`src/rtl/hour_display_driver_pkg.sv`:
```
// Shared definitions for the 12-hour display driver: count limits, BCD mapping,
// active-high 7-segment encodings and the small enums used to steer the decoder.
package hour_display_driver_pkg;

    localparam logic [3:0] HOUR_MAX  = 4'd11;
    localparam logic [7:0] HOUR_RST  = 8'h12;

    // Segment vectors are {g,f,e,d,c,b,a}, 1 = lit.
    localparam logic [6:0] SEG_BLANK = 7'b0000000;
    localparam logic [6:0] SEG_DASH  = 7'b1000000;

    typedef enum logic {
        SLOT_UNITS = 1'b0,
        SLOT_TENS  = 1'b1
    } slot_e;

    typedef enum logic [1:0] {
        SEG_MODE_DIGIT = 2'd0,
        SEG_MODE_BLANK = 2'd1,
        SEG_MODE_DASH  = 2'd2
    } seg_mode_e;

    function automatic logic [6:0] seg7_digit(input logic [3:0] digit);
        logic [6:0] seg;
        case (digit)
            4'd0:    seg = 7'h3F;
            4'd1:    seg = 7'h06;
            4'd2:    seg = 7'h5B;
            4'd3:    seg = 7'h4F;
            4'd4:    seg = 7'h66;
            4'd5:    seg = 7'h6D;
            4'd6:    seg = 7'h7D;
            4'd7:    seg = 7'h07;
            4'd8:    seg = 7'h7F;
            4'd9:    seg = 7'h6F;
            default: seg = SEG_BLANK;
        endcase
        return seg;
    endfunction

    // Upstream count 0..11 maps to the clock face 12,1..11 in BCD.
    function automatic logic [7:0] count_to_bcd(input logic [3:0] count);
        logic [7:0] bcd;
        case (count)
            4'd0:    bcd = 8'h12;
            4'd10:   bcd = 8'h10;
            4'd11:   bcd = 8'h11;
            default: bcd = {4'd0, count};
        endcase
        return bcd;
    endfunction

endpackage

```
`src/rtl/hour_display_driver_seg7_encode.sv`:
```
// Combinational BCD digit to active-high 7-segment pattern, with blank and dash
// overrides selected by the caller.
module seg7_encode
    import hour_display_driver_pkg::*;
(
    input  logic [3:0] digit,
    input  seg_mode_e  mode,
    output logic [6:0] seg
);

    // NOTE: always_comb assigns a default first so every path drives seg and
    // no latch is inferred.
    always_comb begin
        seg = SEG_BLANK;
        case (mode)
            SEG_MODE_DIGIT: seg = seg7_digit(digit);
            SEG_MODE_DASH:  seg = SEG_DASH;
            default:        seg = SEG_BLANK;
        endcase
    end

endmodule

```
`src/rtl/hour_display_driver.sv`:
```
// Converts the mod-12 hour count to a BCD clock hour with AM/PM tracking and
// drives a two-digit multiplexed 7-segment display.
module hour_display_driver
    import hour_display_driver_pkg::*;
#(
    parameter int SCAN_DIV       = 1000,
    parameter bit SEG_ACTIVE_LOW = 1'b1
) (
    input  logic       clk,
    input  logic       rst,
    input  logic [3:0] count,
    output logic [7:0] hour_bcd,
    output logic       pm,
    output logic       err,
    output logic [6:0] seg,
    output logic       dp,
    output logic [1:0] an
);

    localparam int          SCAN_W    = $clog2(SCAN_DIV);
    localparam logic [SCAN_W-1:0] SCAN_LAST = SCAN_W'(SCAN_DIV - 1);

    // XOR masks turn active-high values into the pad polarity; an all-zero
    // active-high value therefore doubles as the "dark" reset value.
    localparam logic [6:0] SEG_POL = {7{SEG_ACTIVE_LOW}};
    localparam logic       DP_POL  = SEG_ACTIVE_LOW;
    localparam logic [1:0] AN_POL  = {2{SEG_ACTIVE_LOW}};

    logic [3:0]        count_q;
    logic [SCAN_W-1:0] scan_cnt;
    slot_e             sel;

    logic              count_valid;
    logic              wrap;
    logic [3:0]        digit;
    seg_mode_e         mode;
    logic [6:0]        seg_raw;
    logic              dp_raw;
    logic [1:0]        an_raw;

    assign count_valid = (count <= HOUR_MAX);
    // Only a genuine 11 -> 0 step is a new half-day; loads to 0 are not.
    assign wrap        = (count_q == HOUR_MAX) && (count == 4'd0);

    // NOTE: sequential state uses non-blocking assignments so every register
    // samples pre-edge values regardless of statement order.
    always_ff @(posedge clk) begin
        if (rst) begin
            count_q  <= 4'd0;
            hour_bcd <= HOUR_RST;
            pm       <= 1'b0;
            err      <= 1'b0;
        end else begin
            count_q <= count;
            err     <= !count_valid;
            if (count_valid) begin
                hour_bcd <= count_to_bcd(count);
            end
            if (wrap) begin
                pm <= !pm;
            end
        end
    end

    always_ff @(posedge clk) begin
        if (rst) begin
            scan_cnt <= '0;
            sel      <= SLOT_UNITS;
        end else if (scan_cnt == SCAN_LAST) begin
            scan_cnt <= '0;
            sel      <= (sel == SLOT_UNITS) ? SLOT_TENS : SLOT_UNITS;
        end else begin
            scan_cnt <= scan_cnt + SCAN_W'(1);
        end
    end

    always_comb begin
        digit  = hour_bcd[3:0];
        mode   = SEG_MODE_DIGIT;
        dp_raw = 1'b0;
        an_raw = 2'b01;
        if (sel == SLOT_TENS) begin
            digit  = hour_bcd[7:4];
            an_raw = 2'b10;
        end else begin
            dp_raw = pm;
        end
        // Dash wins over leading-zero blanking so an error is visible on both digits.
        if (err) begin
            mode = SEG_MODE_DASH;
        end else if (sel == SLOT_TENS && digit == 4'd0) begin
            mode = SEG_MODE_BLANK;
        end
    end

    seg7_encode u_seg7_encode (
        .digit (digit),
        .mode  (mode),
        .seg   (seg_raw)
    );

    always_ff @(posedge clk) begin
        if (rst) begin
            seg <= SEG_POL;
            dp  <= DP_POL;
            an  <= AN_POL;
        end else begin
            seg <= seg_raw ^ SEG_POL;
            dp  <= dp_raw ^ DP_POL;
            an  <= an_raw ^ AN_POL;
        end
    end

endmodule
```
`config.mk`:
```
export PLATFORM = sky130hd
export DESIGN_NAME = hour_display_driver
export DESIGN_NICKNAME = d
export VERILOG_FILES = /design/src/rtl/hour_display_driver_pkg.sv /design/src/rtl/hour_display_driver_seg7_encode.sv /design/src/rtl/hour_display_driver.sv
export SDC_FILE = /design/constraint.sdc
export NUM_CORES = 1
export LEC_CHECK = 0
export CAP_MARGIN = 20
export CORE_MARGIN = 2
export CORE_UTILIZATION = 45
export CTS_CLUSTER_DIAMETER = 150
export DETAILED_ROUTE_END_ITERATION = 6
export HOLD_SLACK_MARGIN = 0.05
export PLACE_DENSITY = 0.68
export SLEW_MARGIN = 10
export SYNTH_ARGS = -nofsm -noshare
export SYNTH_HDL_FRONTEND = slang
export SYNTH_SLANG_ARGS = --single-unit
```
`constraint.sdc`:
```
create_clock -name clk -period 3.95 [get_ports clk]
set_clock_uncertainty 0.15 [all_clocks]
set_input_delay 0.5925 -clock clk [delete_from_list [all_inputs] [get_ports clk]]
set_output_delay 0.5925 -clock clk [all_outputs]
set_load 0.05 [all_outputs]
```
## Word level (Yosys, flattened, before mapping)

Memories as Yosys holds them, arrays and structs flattened.
Index checks and enable logic that the tools add are counted.

- Div/mod/pow operators: 0
- Mux-type cells: 8
- Add/subtract/negate cells: 1
- Equal/unequal tests: 5
- $lt $le $gt $ge: 1
- Shift operators: 0
- Reductions and logical operators: 8
- Bitwise logic cells: 3
- $mul: 0

Operators with widths:

| operator | count |
|---|---|
| one-hot mux 5 bit (3 select lines) | 1 |
| one-hot mux 7 bit (2 select lines) | 1 |
| == test 4 bit, second input constant | 3 |
| adder 10 x 1 -> 10 bit, second input constant | 1 |
| == test 10 bit, second input constant | 1 |
| logical NOT 4 bit | 2 |
| NOT 7 bit | 1 |
| less-or-equal comparator 4 bit, second input constant | 1 |
| two-way mux 2 bit | 2 |
| two-way mux 4 bit | 1 |
| two-way mux 1 bit | 3 |
| == test 2 bit, second input constant | 1 |
| logical AND 1 bit | 2 |
| logical NOT 1 bit | 2 |
| logical NOT 2 bit | 1 |
| NOT 2 bit | 1 |
| OR reduction 2 bit | 1 |
| NOT 1 bit | 1 |

- Memories kept: 1
- Bits of input ports: 6
- ROM bits: 112
- Logic and storage cells: 36
- Latch bits: 0
- RAM bits: 0
- Output and inout bits: 20
- Register bits: 35

Memories:

| name | words | width | rd ports | clocked after memory_dff | write ports | RTL line | source |
|---|---|---|---|---|---|---|---|
| (name not given) | 16 | 7 | 1 | 0 | 0 | hour_display_driver_pkg.sv:25 | `case (digit)` |

## Longest topological paths before layout

Gate-level depths: netlist of the first run.

- Depth in word-level cells: 8
- Mapped depth: 7
- Mapped depth without buffers: 6

## By module

A second synthesis of the first run with hierarchy kept.

- Cells, all modules: 159
- Area total of the unflattened synthesis: 1410.1 µm²

Modules (own cells, without submodules):

| module | cells each | seq. area each (µm²) | area each (µm²) | times used |
|---|---|---|---|---|
| hour_display_driver | 127 | 640.6 | 1212.4 | 1 |
| seg7_encode | 32 | 0.0 | 197.7 | 1 |

## Least setup slack after synthesis of the first run

OpenSTA, ideal clock, no wires.

- Kind: register -> register
- From: reg hour_bcd[1]
- To: reg seg[1]
- Arrival: 1.731 ns
- Library setup time: 0.145 ns
- Clock period less this slack: 2.026 ns
- Required time: 3.655 ns
- Path buffers: 0
- Setup slack: 1.924 ns
- Cell stages (with the launch flop): 7
- Path through: dfxtp_1 > nor2b_1 > inv_1 > ha_1 > a211oi_1 > and2_1 > o31ai_1

- Word-level cells in the longest chain between the ends: 8
- Elaborated cells on any way between the ends: 10
- Those cells by class: eq/ne: 1; mux: 4; bitwise: 1; reduce/logical: 3; memory: 1

RTL lines:

| item | RTL line | source |
|---|---|---|
| start: declaration | hour_display_driver.sv:12 | `output logic [7:0] hour_bcd,` |
| start signal: assignment | hour_display_driver.sv:57 | `hour_bcd <= count_to_bcd(count);` |
| two-way mux 4 bit (*) | hour_display_driver.sv:82 | `if (sel == SLOT_TENS) begin` |
| logical NOT 4 bit | hour_display_driver.sv:91 | `end else if (sel == SLOT_TENS && digit == 4'd0) begin` |
| logical AND 1 bit | hour_display_driver.sv:91 |  |
| two-way mux 1 bit | hour_display_driver.sv:91 |  |
| two-way mux 2 bit | hour_display_driver.sv:89 | `if (err) begin` |
| == test 2 bit / logical NOT 2 bit (equally long branches) | hour_display_driver_seg7_encode.sv:15 | `case (mode)` |
| one-hot mux 7 bit (2 select lines) (*) | hour_display_driver_seg7_encode.sv:15 |  |
| NOT 7 bit (no line) (*) | -- |  |
| end signal: assignment | hour_display_driver.sv:108 | `seg <= seg_raw ^ SEG_POL;` |
| end: declaration | hour_display_driver.sv:15 | `output logic [6:0] seg,` |

Every way passes the cells marked *; elsewhere a longest branch is shown, timed or not.
A chain may end at the register's enable or synchronous reset.

## Worst setup path after layout of the first run

- From: reg hour_bcd[3]
- To: out hour_bcd[3]

No word-level cell between the ends.

==> reports/qor_table.md, run 1 <==
| Result | Reported | Unit |
|:---|:---|:---|
| First drt pass iteration count | 4 | - |
| Clock share of power | 0.375 | - |
| Max-cap violations | 0 | - |
| Final Hold Fails | 0 | - |
| Endpoint kind of the worst setup timing path | primary output | - |
| Area growth from synthesis to layout | 24.2 | % |
| Maximum fanout along the worst path | 6 | - |
| Fraction of the mapped netlist area in compound gates | 0.125 | - |
| Number of antenna-violating nets in the routed design | 0 | - |
| Initial DRC Count | 20 | - |
| Xor/xnor cell area share of the yosys netlist | 0.0468 | - |
| Multiplexer fraction of the synthesized cell area | 0.0153 | - |
| Via-to-Cell Ratio | 5.20 | - |
| Cell taking the most area after synthesis | sky130_fd_sc_hd__dfxtp_1 | - |
| Met1 usage | 0.204 | - |
| CTS Buf Count | 5 | - |
| Final worst-path cycle share | 0.598 | - |
| Number of antenna violations at the first check in global routing | 0 | - |
| Combinational family with the most area after synthesis | simple AND/OR/NAND/NOR gates | - |
| Setup repair after global routing missed its margin | false | - |
| Top cells by area, synth | sky130_fd_sc_hd__dfxtp_1 49%, sky130_fd_sc_hd__ha_1 5.7%, sky130_fd_sc_hd__o21ai_0 4.6%, sky130_fd_sc_hd__nor2_1 3.7%, sky130_fd_sc_hd__xor2_1 3.3% | - |
| H-tree lvl count | 2 | - |
| Post-synthesis sequential area ratio | 0.489 | - |
| Slew margin rel. | 0.644 | - |
| Class of the most critical hold timing path | reg2reg | - |
| Post-synth EDFFs | 0 | - |
| Number of cells produced by synthesis | 143 | - |
| RD Place Congestion | 0.963 | - |
| Postcts setup bufs | 0 | - |
| Area inside the core boundary | 0.00276 | mm2 |
| Final #Nets | 179 | - |
| Power per Cell Area | 451 | mW/mm2 |
| Cell leakage power | 0.680 | nW |
| Power Internal | 544 | uW |
| Combinational power share | 0.152 | - |
| Data arrival, critical path | 1.62 | ns |
| Diode count | 0 | - |
| FFs w/ async S/R, synth | 0 | - |
| Start-to-end type of the worst setup path | reg2out | - |
| Share of cells above drive strength 1 | 0.0655 | - |
| DRC errors left | 0 | - |
| CP top delay family | buffers and inverters | - |
| Global-route met2 utilization | 0.261 | - |
| Adder-cell share of the synthesized area | 0.0573 | - |
| Die span in x | 58.0 | um |
| Top-level port count | 26 | - |
| Resize count post-CTS | 0 | - |
| Clk slew on worst S/H paths | 0.10 | ns |
| First-pass GRT wire length | 4190 | um |
| Max IR drop VDD | 0.325 | mV |
| Total negative slack for setup checks | 0 | ns |
| Area share of the leading cell type in the synthesized netlist | 0.489 | - |
| Fill cell total of the finished layout | 253 | - |
| GR Overflow Total | 0 | - |
| Count of cell types in the netlist | 33 | - |
| Netlist Area Pre-Place | 0.00131 | mm2 |
| Detailed-route wire length per cell | 12.1 | um |
| Number of setup violations in the final report | 0 | - |
| Root buffer cell | sky130_fd_sc_hd__clkbuf_4 | - |
| Grt peak-use layer | met2 | - |
| Slowest CP cell | sky130_fd_sc_hd__clkdlybuf4s50_1 | - |
| Clock period minus final worst setup slack | 2.36 | ns |
| Switching pwr | 189 | uW |
| Basic-gate share of the synthesized area counting and, or, nand and nor cells | 0.209 | - |
| CTS Hold Buffers Added | 0 | - |
| CP cell instances | clkdlybuf4s50_1 | - |
| Via count | 1034 | - |
| Number of global-route vias before repair | 954 | - |
| Starting Density | 0.475 | - |
| Predominant post-synthesis flop cell | sky130_fd_sc_hd__dfxtp_1 | - |
| Global-route track usage on met3 | 0.0469 | - |
| Yosys warning total | 0 | - |
| CTS Sinks | 32 | - |
| Die Y-Extent | 58.0 | um |
| Flip-flop and latch count after synthesis | 32 | - |
| Bufs and invs on worst path | 1 | - |
| Run status | complete, no violations | - |
| Critical path startpoint category | flip-flop | - |
| Routed WL | 2410 | um |
| Worst endpoint required time | 3.21 | ns |
| TritonCTS clock tree | yes | - |
| Worst-margin pin slew | 0.532 | ns |
| Buffers on Ports | 22 | - |
| Total Power | 733 | uW |
| Clock network latency to the later pin of the worst-skew pair | 0.33 | ns |
| Largest net degree at the start of global routing | 16 | - |
| Biggest cell delay along the critical path | 0.84 | ns |
| Maximum clock path buffer count | 2 | - |
| Register share of total power | 0.473 | - |
| Overall track demand over capacity in global routing | 0.166 | - |
| Detailed placement HPWL | 1800 | um |
| Maximum clock frequency | 0.423 | GHz |
| Per-instance average area after synthesis | 9.16 | um2 |
| Number of rows created at floorplan | 19 | - |
| Net switching share of the total power | 0.258 | - |
| Max Transition Viols Final | 0 | - |
| Total die area | 0.00336 | mm2 |
[sequential cells by signal (all words and copies together) (netlist names)]
signal,cells
seg,7
err,1
dp,1
sel,1
pm,1
scan_cnt,10
count_q,4
an,2
hour_bcd,5
[area by class of cell]
class | count | area, um2 | share of cell area
clock buffers | 7 | 65.1 | 0.0400
clock inverters | 1 | 30.0 | 0.0185
inverters | 7 | 26.3 | 0.0162
multi-input cells | 99 | 606 | 0.372
flip-flops and latches | 32 | 641 | 0.394
well taps | 31 | 38.8 | 0.0238
repair buffers | 22 | 220 | 0.135
[metal layers]
metal,part of all wire,vias to the layer above
met3,0.054,5
met1,0.46,474
met4,0.017,0
li1,-,527
met5,0,-
met2,0.47,28
[path summary, 6_finish.rpt]
| path | depth (start not counted) | startpoint | endpoint | slack (ns) |
|---|---|---|---|---|
| min | 1 | pm | dp | 0.28 |
| min reg2reg | 1 | pm | dp | 0.28 |
| max | 1 | hour_bcd[3] | hour_bcd[3] | 1.59 |
| max reg2reg | 5 | sel | seg[2] | 1.98 |
[logic make-up after synthesis]
logic type,count (synthesis)
adder cells (fa/ha/maj),6
other,1
buffers and inverters,14
AND/OR/NAND/NOR,53
flip-flops,32
multiplexers,2
XOR/XNOR,7
AO/OA/AOI/OAI,28
[power by group through the flow]
stage | Combinational, mW | Clock, mW | Sequential [mW]
after floorplan | 0.0393 | 0 | 0.392
after global placement | 0.110 | 0 | 0.354
after detailed placement | 0.112 | 0 | 0.354
after CTS | 0.112 | 0.281 | 0.347
after global routing | 0.120 | 0.297 | 0.349
final | 0.112 | 0.275 | 0.346
[cell usage in the layout (no fill, tap or decap)]
cell / instances
sky130_fd_sc_hd__a31oi_1: 1
sky130_fd_sc_hd__nand2_1: 11
sky130_fd_sc_hd__nor2b_1: 6
sky130_fd_sc_hd__and3_1: 3
sky130_fd_sc_hd__clkbuf_4: 5
sky130_fd_sc_hd__a21oi_1: 7
sky130_fd_sc_hd__and2_1: 3
sky130_fd_sc_hd__a22oi_1: 2
sky130_fd_sc_hd__ha_1: 6
sky130_fd_sc_hd__o31ai_1: 2
sky130_fd_sc_hd__nand2b_1: 1
sky130_fd_sc_hd__nand4_1: 2
sky130_fd_sc_hd__clkbuf_8: 2
sky130_fd_sc_hd__and2_2: 1
sky130_fd_sc_hd__mux2i_1: 2
sky130_fd_sc_hd__nand2_4: 1
sky130_fd_sc_hd__a41oi_1: 1
sky130_fd_sc_hd__conb_1: 3
sky130_fd_sc_hd__or3_1: 1
sky130_fd_sc_hd__bufinv_16: 1
sky130_fd_sc_hd__o21ai_0: 12
sky130_fd_sc_hd__a21boi_0: 1
sky130_fd_sc_hd__xnor2_1: 2
sky130_fd_sc_hd__nor3_1: 2
sky130_fd_sc_hd__a211o_1: 1
sky130_fd_sc_hd__a211oi_1: 1
sky130_fd_sc_hd__clkdlybuf4s50_1: 22
sky130_fd_sc_hd__inv_1: 7
sky130_fd_sc_hd__and4bb_2: 1
sky130_fd_sc_hd__xor2_1: 5
sky130_fd_sc_hd__nand3_1: 6
sky130_fd_sc_hd__nor4_1: 2
sky130_fd_sc_hd__nor2_1: 13
sky130_fd_sc_hd__dfxtp_1: 32
[metrics by stage]
stage | hold slack [ns] | setup slack (ns) | instance area, um2 | std cells | utilization
after floorplan | 0.263 | 1.92 | 1320 | 145 | -
after global placement | 0.251 | 1.77 | 1530 | 191 | 0.555
after detailed placement | 0.256 | 1.70 | 1530 | 191 | 0.555
after CTS | 0.285 | 1.56 | 1630 | 199 | 0.590
after global routing | 0.306 | 1.53 | 1630 | 199 | 0.590
final | 0.277 | 1.59 | 1630 | 199 | 0.590
[cells in the mapped netlist, drive strengths merged (3+ instances only)]
| master | n |
|---|---|
| a21oi | 7 |
| and2 | 4 |
| and3 | 3 |
| buf | 4 |
| clkbuf | 3 |
| dfxtp | 32 |
| ha | 6 |
| inv | 7 |
| nand2 | 12 |
| nand3 | 6 |
| nor2 | 13 |
| nor2b | 6 |
| o21ai | 12 |
| xor2 | 5 |
No activity file was read; power rests on OpenSTA's default activity.
==> inputs of run 2 (changes only) <==
Clock period 3.95 ns to 2.2 ns, I/O delays scaled along.
==> reports/qor_table.md, run 2 (same netlist as run 1, synthesis figures left out) <==
| Result | Reported | Unit | Delta |
|:---|:---|:---|:---|
| RD Place Congestion | 0.889 | - | -7.6% |
| Clock network latency to the later pin of the worst-skew pair | 0.32 | ns | about the same |
| Reg-to-reg startpoint | hour_bcd[1] | - |  |
| Total negative slack for setup checks | 0 | ns | unchanged |
| Cell depth of the worst min-delay path | 1 | - | unchanged |
| Root buffer cell | sky130_fd_sc_hd__clkbuf_4 | - |  |
| Top reg by flops | scan_cnt | - |  |
| Hold Path Origin | pm | - |  |
| Total die area | 0.00336 | mm2 | unchanged |
| Via-to-Cell Ratio | 5.09 | - | -2.0% |
| Start-to-end type of the worst setup path | reg2out | - |  |
| Setup repair after global routing missed its margin | false | - |  |
| First-pass GRT wire length | 4260 | um | +1.8% |
| Maximum fanout along the worst path | 6 | - | unchanged |
| Biggest cell delay along the critical path | 0.84 | ns | about the same |
| Slowest CP cell | sky130_fd_sc_hd__clkdlybuf4s50_1 | - |  |
| Reg area | 641 | um2 | unchanged |
| Maximum clock path buffer count | 2 | - | unchanged |
| Starting Density | 0.475 | - | unchanged |
| Detailed-route wire length per cell | 12.0 | um | -0.87% |
| First drt pass iteration count | 4 | - | unchanged |
| Area inside the core boundary | 0.00276 | mm2 | unchanged |
| Bufs and invs on worst path | 1 | - | unchanged |
| Buffers on Ports | 22 | - | unchanged |
| Worst-margin pin slew | 0.520 | ns | -0.0118 ns |
| Detailed placement HPWL | 1890 | um | +4.8% |
| Endpoint kind of the worst setup timing path | primary output | - |  |
| Initial DRC Count | 32 | - | +60% |
| Via count | 1029 | - | -0.48% |
| Slew margin rel. | 0.652 | - | +0.00788 |
| TritonCTS clock tree | yes | - |  |
| Commonest non-fill, non-tap cell in the layout | sky130_fd_sc_hd__dfxtp_1 | - |  |
| CTS Hold Buffers Added | 0 | - | unchanged |
| GR Overflow Total | 0 | - | unchanged |
| Number of rows created at floorplan | 19 | - | unchanged |
| Fill cell total of the finished layout | 238 | - | -5.9% |
| Area growth from synthesis to layout | 25.9 | % |  |
| Data arrival, critical path | 1.60 | ns | -0.02 ns |
| Total Power | 1.31 | mW | +79% |
| Max-cap violations | 0 | - | unchanged |
| Area taken by multi-input logic gates | 606 | um2 | unchanged |
| Number of flip-flops under the largest register name | 10 | - | unchanged |
| Clk slew on worst S/H paths | 0.09 | ns | about the same |
| Class of the most critical hold timing path | reg2reg | - |  |
| Number of setup violations in the final report | 0 | - | unchanged |
| DRC errors left | 0 | - | unchanged |
| Routed WL | 2420 | um | +0.62% |
| H-tree lvl count | 2 | - | unchanged |
| Diode count | 0 | - | unchanged |
| Number of antenna-violating nets in the routed design | 0 | - | unchanged |
| Number of antenna violations at the first check in global routing | 0 | - | unchanged |
| Worst endpoint required time | 1.72 | ns | -1.49 ns |
| Largest net degree at the start of global routing | 15 | - | -1 |
| Total length of routed met3 wires | 94 | um | -27% |
| CP top delay family | buffers and inverters | - |  |
| Top layer reached by signal wires | met4 | - |  |
| Share of cells above drive strength 1 | 0.0819 | - | +0.0164 |
| Cell depth of the worst flop-to-flop path | 6 | - | +1 |
| Met1 Routed Length | 1090 | um | -2.1% |
| Overall track demand over capacity in global routing | 0.172 | - | +0.00553 |
| Max Transition Viols Final | 0 | - | unchanged |
| Worst setup startpoint | hour_bcd[3] | - |  |
| Largest registers | scan_cnt x10, seg x7, hour_bcd x5 | - |  |
| Critical path startpoint category | flip-flop | - |  |
| Clock period minus final worst setup slack | 2.08 | ns |  |
| Cell leakage power | 0.696 | nW | +2.2% |
| Die Y-Extent | 58.0 | um | unchanged |
| Number of gates on the worst path with buffers counted | 1 | - | unchanged |
| Power per Cell Area | 795 | mW/mm2 | +76% |
| Number of global-route vias before repair | 1010 | - | +5.9% |
| CTS Buf Count | 5 | - | unchanged |
| Highest-count cells in the layout ignoring fill and taps | 32 x sky130_fd_sc_hd__dfxtp_1, 22 x sky130_fd_sc_hd__clkdlybuf4s50_1, 13 x sky130_fd_sc_hd__nor2_1, 12 x sky130_fd_sc_hd__o21ai_0, 11 x sky130_fd_sc_hd__nand2_1 | - |  |
| Die span in x | 58.0 | um | unchanged |
| Postcts setup bufs | 0 | - | unchanged |
| Run status | complete, no violations | - |  |
| Final #Nets | 182 | - | +1.7% |
| Max IR drop VDD | 0.638 | mV | +96% |
| Final Hold Fails | 0 | - | unchanged |
| Final worst-path cycle share | 0.946 | - |  |
| Maximum clock frequency | 0.481 | GHz |  |
| CP cell instances | clkdlybuf4s50_1 | - |  |
| Top-level port count | 26 | - | unchanged |
| Detailed route wirelength on metal2 | 1200 | um | +6.0% |
| Resize count post-CTS | 0 | - | unchanged |
| CTS Sinks | 32 | - | unchanged |
-- run 2: worst paths after layout --
kind,end,slack (ns)
worst max-delay path,hour_bcd[3],0.12
worst min-delay path,dp,0.29
worst max register to register,seg[0],0.32
worst min register to register,dp,0.29
-- run 2: worst reg2reg max path, delay by kind of cell, from the launching register on --
kind                     cells  cell delay [ns]
flip-flops                   1             0.40
AO/OA/AOI/OAI                2             0.41
buffers and inverters        1             0.12
adder cells (fa/ha/maj)      1             0.21
AND/OR/NAND/NOR              2             0.49
-- run 2: per-layer routing --
metal | GRT usage | vias to the layer above
li1 | - | 534
met1 | 0.184 | 470
met2 | 0.286 | 20
met3 | 0.0558 | 5
met4 | 0.116 | 0
met5 | 0 | -
-- run 2: cell type report --
cell class                      instances  share of cell area
Clock buffer                            7              0.0395
Clock inverter                          1              0.0182
Inverter                                7              0.0159
Multi-Input combinational cell         99               0.367
Sequential cell                        32               0.388
Tap cell                               31              0.0235
Timing Repair Buffer                   25               0.147
-- run 2: per-stage QoR --
step / std cells / hold slack [ns] / setup slack, ns / instance area [um2] / utilization
global route: 202 / 0.315 / 0.0540 / 1650 / 0.598
CTS: 202 / 0.295 / 0.0930 / 1650 / 0.598
detailed placement: 194 / 0.264 / 0.322 / 1550 / 0.564
finish: 202 / 0.290 / 0.119 / 1650 / 0.598
global placement: 194 / 0.264 / 0.343 / 1550 / 0.564
floorplan: 145 / 0.260 / 0.174 / 1320 / -
-- run 2: report_power, final --
part	switching, mW	internal, mW	total [mW]	leakage [nW]
Combinational	0.134	0.0691	0.203	0.380
Sequential	0.0143	0.607	0.622	0.264
Clock	0.185	0.302	0.487	0.0515
Total	0.333	0.978	1.31	0.696
==> inputs of run 3 (changes only) <==
Clock period 2.2 ns to 2.5 ns, I/O delays scaled along.
==> reports/qor_table.md, run 3 (same netlist as run 1, synthesis figures left out) <==
| Result | Reported | Unit | Delta |
|:---|:---|:---|:---|
| Critical path startpoint category | flip-flop | - |  |
| Area inside the core boundary | 0.00276 | mm2 | unchanged |
| Reg area | 641 | um2 | unchanged |
| Maximum clock path buffer count | 2 | - | unchanged |
| Number of global-route vias before repair | 941 | - | -6.8% |
| Number of rows created at floorplan | 19 | - | unchanged |
| TritonCTS clock tree | yes | - |  |
| Global-route met2 utilization | 0.240 | - | -0.0455 |
| Maximum fanout along the worst path | 6 | - | unchanged |
| Maximum clock frequency | 0.467 | GHz |  |
| Slowest CP cell | sky130_fd_sc_hd__clkdlybuf4s50_1 | - |  |
| Top-level port count | 26 | - | unchanged |
| Number of flip-flops under the largest register name | 10 | - | unchanged |
| Die Y-Extent | 58.0 | um | unchanged |
| Bufs and invs on worst path | 1 | - | unchanged |
| Area taken by multi-input logic gates | 606 | um2 | unchanged |
| Fill cell total of the finished layout | 261 | - | +9.7% |
| Detailed-route wire length per cell | 11.3 | um | -5.7% |
| Total Power | 1.02 | mW | -23% |
| Endpoint kind of the worst setup timing path | primary output | - |  |
| Top reg by flops | scan_cnt | - |  |
| Via-to-Cell Ratio | 5.03 | - | -1.4% |
| Overall track demand over capacity in global routing | 0.162 | - | -0.00935 |
| Global-route track usage on met3 | 0.0737 | - | +0.0179 |
| Clock period minus final worst setup slack | 2.14 | ns |  |
| Root buffer cell | sky130_fd_sc_hd__clkbuf_4 | - |  |
| Max IR drop VDD | 0.439 | mV | -31% |
| Number of antenna violations at the first check in global routing | 0 | - | unchanged |
| CTS Hold Buffers Added | 0 | - | unchanged |
| First-pass GRT wire length | 4060 | um | -4.7% |
| Via count | 1005 | - | -2.3% |
| Grt peak-use layer | met2 | - |  |
| Number of antenna-violating nets in the routed design | 0 | - | unchanged |
| Data arrival, critical path | 1.61 | ns | about the same |
| CP cell instances | clkdlybuf4s50_1 | - |  |
| Area growth from synthesis to layout | 22.2 | % |  |
| Buffers on Ports | 22 | - | unchanged |
| Die span in x | 58.0 | um | unchanged |
| Final #Nets | 180 | - | -1.1% |
| First drt pass iteration count | 4 | - | unchanged |
| Routed WL | 2260 | um | -6.6% |
| Detailed placement HPWL | 1750 | um | -7.1% |
| Clk slew on worst S/H paths | 0.09 | ns | about the same |
| Largest net degree at the start of global routing | 13 | - | -2 |
| Worst endpoint required time | 1.98 | ns | +0.26 ns |
| Resize count post-CTS | 0 | - | unchanged |
| Final Hold Fails | 0 | - | unchanged |
| Start-to-end type of the worst setup path | reg2out | - |  |
| Max Transition Viols Final | 0 | - | unchanged |
| GR Overflow Total | 0 | - | unchanged |
| Run status | complete, no violations | - |  |
| Class of the most critical hold timing path | reg2reg | - |  |
| H-tree lvl count | 2 | - | unchanged |
| Commonest non-fill, non-tap cell in the layout | sky130_fd_sc_hd__dfxtp_1 | - |  |
| Share of cells above drive strength 1 | 0.0710 | - | -0.0109 |
| Setup repair after global routing missed its margin | false | - |  |
| RD Place Congestion | 0.926 | - | +4.1% |
| Met1 usage | 0.203 | - | +0.0183 |
| CTS Buf Count | 5 | - | unchanged |
| Max-cap violations | 0 | - | unchanged |
| Initial DRC Count | 23 | - | -28% |
| Total die area | 0.00336 | mm2 | unchanged |
| Total negative slack for setup checks | 0 | ns | unchanged |
| CP top delay family | buffers and inverters | - |  |
| Number of setup violations in the final report | 0 | - | unchanged |
| Final worst-path cycle share | 0.856 | - |  |
| DRC errors left | 0 | - | unchanged |
| Worst-margin pin slew | 0.511 | ns | -0.00932 ns |
| Biggest cell delay along the critical path | 0.84 | ns | about the same |
| Largest registers | scan_cnt x10, seg x7, hour_bcd x5 | - |  |
| Clock network latency to the later pin of the worst-skew pair | 0.32 | ns | about the same |
| CTS Sinks | 32 | - | unchanged |
| Worst reg2reg setup slack | 0.59 | ns | +0.27 ns |
| Highest-count cells in the layout ignoring fill and taps | 32 x sky130_fd_sc_hd__dfxtp_1, 22 x sky130_fd_sc_hd__clkdlybuf4s50_1, 13 x sky130_fd_sc_hd__nor2_1, 12 x sky130_fd_sc_hd__o21ai_0, 11 x sky130_fd_sc_hd__nand2_1 | - |  |
| Slew margin rel. | 0.659 | - | +0.00624 |
| Cell leakage power | 0.672 | nW | -3.4% |
| Starting Density | 0.475 | - | unchanged |
| Diode count | 0 | - | unchanged |
| Postcts setup bufs | 0 | - | unchanged |
| Power per Cell Area | 635 | mW/mm2 | -20% |
-- run 3: changes by cell type in the layout (fill, tap and decap cells not counted) --
cell,previous run,this run
sky130_fd_sc_hd__bufinv_16,1,0
sky130_fd_sc_hd__clkinv_2,0,2
sky130_fd_sc_hd__buf_4,3,1
sky130_fd_sc_hd__clkbuf_8,2,1
-- run 3: layout make-up --
cell class / count / area share
clock buffers: 6 / 0.0321
multi-input cells: 99 / 0.378
repair buffers: 23 / 0.142
inverters: 7 / 0.0164
clock inverters: 2 / 0.00625
well taps: 31 / 0.0242
flip-flops and latches: 32 / 0.400
-- run 3: routing by layer --
layer  wire (um)  vias up
met5           0        -
met4          38        0
met3         108        5
met2        1000       26
met1        1110      444
li1            -      530
-- run 3: worst paths after layout --
kind / start / to / cells past startpoint
max: hour_bcd[3] / hour_bcd[3] / 1
min: pm / dp / 1
max reg2reg: sel / seg[5] / 5
min reg2reg: pm / dp / 1
-- run 3: worst register-to-register path: stages (launching register included) --
cell                       delay, ns
sky130_fd_sc_hd__dfxtp_1        0.56
sky130_fd_sc_hd__mux2i_1        0.23
sky130_fd_sc_hd__ha_1           0.27
sky130_fd_sc_hd__a211oi_1       0.26
sky130_fd_sc_hd__and2_1         0.22
sky130_fd_sc_hd__o21ai_0        0.10
-- run 3: stage by stage --
stage	area [um2]	util	setup slack, ns	std cells	hold WS (ns)
2_1_floorplan	1320	-	0.474	145	0.263
3_3_place_gp	1540	0.558	0.570	192	0.259
3_5_place_dp	1540	0.558	0.521	192	0.260
4_1_cts	1600	0.580	0.344	200	0.281
5_1_grt	1600	0.580	0.308	200	0.307
6_report	1600	0.580	0.361	200	0.274
-- run 3: report_power, final --
group	internal [mW]	switching, mW	total [mW]	leakage (nW)
sequential	0.534	0.0127	0.547	0.264
clock	0.134	0.160	0.293	0.0380
combinational	0.0595	0.116	0.176	0.370
total	0.728	0.289	1.02	0.672
